===== config.mk =====
export PLATFORM = sky130hd
export DESIGN_NAME = lif_tm_scheduler
export DESIGN_NICKNAME = d
export VERILOG_FILES = /design/src/rtl/lif_tm_scheduler.sv
export SDC_FILE = /design/constraint.sdc
export NUM_CORES = 1
export LEC_CHECK = 0
export CAP_MARGIN = 20
export CORE_MARGIN = 2
export CORE_UTILIZATION = 52
export CTS_CLUSTER_SIZE = 25
export DETAILED_ROUTE_END_ITERATION = 8
export PLACE_DENSITY = 0.75
export SLEW_MARGIN = 20
export SYNTH_ARGS = -nofsm -noshare
export SYNTH_HDL_FRONTEND = slang
export SYNTH_SLANG_ARGS = --single-unit
export TNS_END_PERCENT = 100

===== constraint.sdc =====
create_clock -name clk -period 5.7 [get_ports clk]
set_clock_uncertainty 0.2 [all_clocks]
set_input_delay 1.14 -clock clk [delete_from_list [all_inputs] [get_ports clk]]
set_output_delay 1.14 -clock clk [all_outputs]
set_load 0.005 [all_outputs]

===== src/rtl/lif_tm_scheduler.sv =====
// Timestep scheduler for a bank of time-multiplexed LIF neurons.
// One shared leak/integrate/fire/refractory datapath, one neuron per cycle.
module lif_tm_scheduler #(
  parameter int N_NEURONS = 8,
  parameter int W         = 8,
  parameter int IDX_W     = 3,
  parameter int REFRAC    = 2
) (
  input  logic                   clk,
  input  logic                   rst_n,
  input  logic                   tick_i,
  input  logic [N_NEURONS*W-1:0] current_i,
  input  logic                   cfg_we_i,
  input  logic                   cfg_sel_i,
  input  logic [W-1:0]           cfg_data_i,
  output logic                   cfg_ready_o,
  output logic                   busy_o,
  output logic [IDX_W-1:0]       idx_o,
  output logic [N_NEURONS-1:0]   spike_o,
  output logic                   spike_valid_o,
  output logic                   tick_drop_o
);

  typedef enum logic [1:0] {
    IDLE,
    SWEEP,
    DONE
  } state_t;

  state_t state, state_nx;
  logic   accept;

  logic [IDX_W-1:0]     idx;
  logic [W-1:0]         thr;
  logic [2:0]           leak;
  logic [W-1:0]         v   [N_NEURONS];
  logic [2:0]           r   [N_NEURONS];
  logic [W-1:0]         cur [N_NEURONS];
  logic [N_NEURONS-1:0] acc;
  logic [N_NEURONS-1:0] acc_nx;

  logic [W-1:0] v_cur;
  logic [W:0]   leak_term;
  logic [W:0]   half_cur;
  logic [W:0]   sum;
  logic [W-1:0] vn;
  logic         refr;
  logic         fire;
  logic         last;

  always_comb begin
    state_nx = state;
    accept   = 1'b0;
    unique case (state)
      IDLE: begin
        if (tick_i) begin
          accept   = 1'b1;
          state_nx = SWEEP;
        end
      end
      SWEEP: begin
        if (last) state_nx = DONE;
      end
      DONE: begin
        if (tick_i) begin
          accept   = 1'b1;
          state_nx = SWEEP;
        end else begin
          state_nx = IDLE;
        end
      end
      default: state_nx = IDLE;
    endcase
  end

  always_ff @(posedge clk or negedge rst_n) begin
    if (!rst_n) state <= IDLE;
    else        state <= state_nx;
  end

  // W+1 bits: max V plus half current cannot wrap before saturation
  always_comb begin
    v_cur     = v[idx];
    leak_term = (leak == 3'd0) ? '0 : {1'b0, v_cur >> leak};
    half_cur  = {1'b0, cur[idx] >> 1};
    sum       = {1'b0, v_cur} - leak_term + half_cur;
    vn        = sum[W] ? '1 : sum[W-1:0];
    refr      = (r[idx] != 3'd0);
    fire      = !refr && (vn >= thr);
    last      = (idx == IDX_W'(N_NEURONS - 1));
    acc_nx    = acc | (N_NEURONS'(fire) << idx);
  end

  always_ff @(posedge clk or negedge rst_n) begin
    if (!rst_n) begin
      idx         <= '0;
      thr         <= W'(127);
      leak        <= 3'd3;
      acc         <= '0;
      spike_o     <= '0;
      spike_valid_o <= 1'b0;
      tick_drop_o <= 1'b0;
      for (int i = 0; i < N_NEURONS; i++) begin
        v[i]   <= '0;
        r[i]   <= '0;
        cur[i] <= '0;
      end
    end else begin
      tick_drop_o   <= tick_i && (state == SWEEP);
      spike_valid_o <= 1'b0;
      if (cfg_we_i && state == IDLE) begin
        if (cfg_sel_i) leak <= cfg_data_i[2:0];
        else           thr  <= cfg_data_i;
      end
      if (accept) begin
        idx <= '0;
        acc <= '0;
        for (int i = 0; i < N_NEURONS; i++)
          cur[i] <= current_i[i*W +: W];
      end else if (state == SWEEP) begin
        idx <= idx + 1'b1;
        acc <= acc_nx;
        if (refr) begin
          v[idx] <= '0;
          r[idx] <= r[idx] - 3'd1;
        end else if (fire) begin
          v[idx] <= '0;
          r[idx] <= 3'(REFRAC);
        end else begin
          v[idx] <= vn;
        end
        if (last) begin
          spike_o       <= acc_nx;
          spike_valid_o <= 1'b1;
        end
      end
    end
  end

  assign cfg_ready_o = (state == IDLE);
  assign busy_o      = (state != IDLE);
  assign idx_o       = idx;

endmodule


==> flow_metrics.py <==
metrics = {
    "detailed_routing": {
        "viasPerCell": 6.08,
        "drtPass1Iterations": 6,
        "totalWireLength_mm": 27.8,
        "final_antenna_net_count": 0,
        "drc": 0,
        "drtIter0Drc": 858,
        "num_vias": 8231,
        "wl_per_cell_um": 20.6,
    },
    "global_routing": {
        "grt_pass1_wl_mm": 42.4,
        "grt_usage_pct": 30.1,
        "antenna_found_initial": 1,
        "grt_max_degree": 97,
        "grt_pass1_vias": 7971,
        "grt-ovfl-total": 0,
    },
    "floorplanning": {
        "die_area_mm2": 0.0185,
        "rows": 48,
        "pin_count": 92,
        "die_h_um": 136,
        "initial_core_util_pct": 52.7,
        "core-area_mm2": 0.0172,
        "die_w_um": 136,
    },
    "setup_path": {
        "critical_path.endpoint_type": "flip-flop",
        "required_ns": 5.83,
        "worstSetupStartpoint": "idx_o[1]",
        "cp_max_fo": 7,
        "reg2regPathDepth": 27,
        "worstReg2RegEnd": "r[15]",
        "arrival_ns": 6.04,
        "reg2reg_from": "idx_o[1]",
        "rrSetupSlack_ns": -0.21,
        "path_class": "flip-flop to flip-flop",
        "start_kind": "flip-flop",
    },
    "final_layout": {
        "drive_gt1_share_pct": 27.5,
        "fin_nets": 1221,
        "area_delta_synth_final_pct": 35.5,
        "fillers": 1245,
    },
    "status": {
        "violations": "negative setup slack",
        "status": "finished with violations",
    },
    "yosys": {
        "synth_compound_area_share_pct": 16.6,
        "syn_inst": 944,
        "synth-simple-area-share_pct": 18.5,
        "ys_seq_area_share_pct": 49.3,
        "ys.flop_type": "dfrtp_1",
        "syn_area_mm2": 0.00905,
        "synth_top_family_by_area": "simple AND/OR/NAND/NOR gates",
        "synth_fa_ha_area_share_pct": 4.59,
        "synth_edf_count": 0,
        "avgSynthCellArea_um2": 9.59,
        "synthXorXnorAreaFrac_pct": 0.290,
        "syn_nets": 1050,
        "yosysWarnings": 0,
        "synth_seq_cells": 178,
        "synth_cell_types": 73,
        "synthArstFlopShare_pct": 100,
        "synthMuxAreaShare_pct": 6.11,
    },
    "timing": {
        "rsz0062_at_grt": "true",
        "max_slew.worst_pin.slew_ns": 1.26,
        "finalCriticalPeriod_ns": 5.91,
        "slew_viol_final": 0,
        "fmax_mhz": 169,
        "hold_viol": 0,
        "setup_violations": 76,
        "whs_ns": 0.278,
        "fin_crit_sh_pct": 104,
        "layout_setup_ws_ns": -0.211,
        "slew-limit-headroom_pct": 13.7,
    },
    "hold_path": {
        "worstHoldPathCells": 2,
        "min_to": "cur[30]",
        "min_from": "cur[30]",
        "worstHoldPathType": "flip-flop to flip-flop",
    },
    "flow_run": {
        "cap_violations": 0,
    },
    "clock_tree": {
        "cts_root_buf": "clkbuf_16",
        "clockBufferDepth": 2,
        "clk_latency_ns": 0.45,
        "cts_tree": "built",
        "cts_sinks": 178,
        "path_clk_slew_ns": 0.07,
        "htreeDepth": 4,
        "cts_buffers": 17,
    },
    "placement": {
        "dp_hpwl_mm": 17.2,
        "numPortBuffers": 83,
        "routabilityCongestion": 0.906,
    },
}
layout by cell type, fill, tap and decap left out, types with 8 or more instances in the layout:
| master | instances |
|---|---|
| nand2b_1 | 8 |
| mux2i_1 | 18 |
| a22oi_1 | 21 |
| o21ai_1 | 25 |
| inv_1 | 43 |
| o21ai_0 | 30 |
| nand2_1 | 271 |
| clkbuf_16 | 17 |
| ha_1 | 14 |
| buf_6 | 17 |
| mux4_2 | 9 |
| buf_4 | 87 |
| nor2_1 | 23 |
| nor3_1 | 9 |
| buf_12 | 8 |
| dfrtp_1 | 168 |
| o21ai_2 | 41 |
| clkdlybuf4s50_1 | 82 |
| a31oi_1 | 16 |
| mux2_4 | 8 |
| dfstp_2 | 9 |
| o22a_1 | 8 |
flip-flops by register name (all words and copies together) (netlist names):
name,cells
v,64
cur,56
r,24
acc,8
spike_o,8
thr,8
idx_o,3
leak,3
state,2
spike_valid_o,1
tick_drop_o,1
worst max-delay path by stage:
stage,to,slack [ns],depth (start not counted)
3_5_place_dp,v[15],-0.27,25
2_1_floorplan,r[21],0.03,20
4_1_cts,r[3],-0.006,25
5_1_grt,v[45],-0.36,27
6_report,r[15],-0.21,27
3_3_place_gp,r[6],-0.09,22
repair_timing:
item                       4_1_cts  5_1_grt
pin swaps                       24       39
gates cloned                     2        0
gates resized for setup         66      134
setup endpoints to repair       78      104
hold endpoints to repair         0        0
setup buffers                   13       11
hold buffers                     0        0
synth_stat cells, types with 7 or more instances:
master | number | area share, %
nand2_1 | 272 | 11
dfrtp_1 | 169 | 47
o21ai_0 | 78 | 4.3
inv_1 | 49 | 2.0
nor2_1 | 27 | 1.1
a22oi_1 | 24 | 2.0
clkbuf_1 | 22 | 0.91
ha_1 | 22 | 3.0
mux2i_1 | 20 | 2.2
o21ai_1 | 18 | 1.0
a31oi_1 | 16 | 1.1
a21oi_1 | 13 | 0.72
nand2b_1 | 11 | 0.76
buf_4 | 10 | 0.83
dfstp_2 | 9 | 2.6
mux4_2 | 9 | 2.2
nor3_1 | 9 | 0.50
o2bb2ai_1 | 9 | 0.87
mux2_2 | 8 | 1.0
nand3_2 | 8 | 0.88
o22a_1 | 8 | 0.77
a221oi_1 | 7 | 0.68
and3_1 | 7 | 0.48
buf_2 | 7 | 0.39
fa_1 | 7 | 1.5
nor3_2 | 7 | 0.77
per-layer routing:
metal  global-route usage (%)  share of wire, %  up-vias
li1                         -                 -     3605
met1                     39.4                40     4051
met2                     48.6                48      465
met3                     6.79               8.3      110
met4                     12.8               3.6        0
met5                        0                 0        -
metrics by stage:
stage	area [um2]	instances	setup TNS (ns)	setup WS [ns]	util, %
after floorplan	9070	944	0	0.0251	-
after global placement	10700	1297	-1.01	-0.0943	62.3
after detailed placement	10700	1297	-7.12	-0.273	62.3
after CTS	11800	1344	-0.00623	-0.00623	68.5
after global routing	12300	1353	-23.72	-0.363	71.4
final	12300	1354	-9.03	-0.211	71.4
kinds of logic (layout without fill, tap and decap cells):
group,count (synthesis),in the layout
compound gates,224,224
xor+xnor,3,3
fa+ha+maj,29,29
buf+inv,94,278
flops,178,178
mux,41,41
other cells,1,2
simple gates,374,374
critical path: stages (launching register included):
cell	delay [ns]
dfrtp_2	0.46
buf_12	0.16
buf_4	0.14
buf_4	0.14
mux4_2	0.43
mux2i_2	0.25
nor2_1	0.07
o21ai_0	0.25
a2bb2oi_2	0.10
ha_1	0.30
inv_1	0.06
ha_2	0.19
inv_2	0.04
fa_2	0.34
nand2b_4	0.17
a211oi_4	0.29
nor3_4	0.15
buf_6	0.16
nor3_4	0.18
inv_2	0.07
ha_4	0.26
o21a_1	0.13
nor2_2	0.05
o31a_1	0.30
buf_6	0.13
buf_12	0.14
a21oi_2	0.28
mux2_4	0.33
layout make-up:
class	count	area [um2]	area share (%)
clock buffer	17	425	3.47
multi-input combinational	672	4880	39.8
tap	225	282	2.30
sequential	178	4470	36.4
antenna	1	2.50	0.0204
timing repair buffer	196	1870	15.2
inverter	50	188	1.53
clock inverter	15	150	1.22
Power is not shown: default switching activity piles up to over one toggle a cycle in this logic, so the estimate is an artifact.
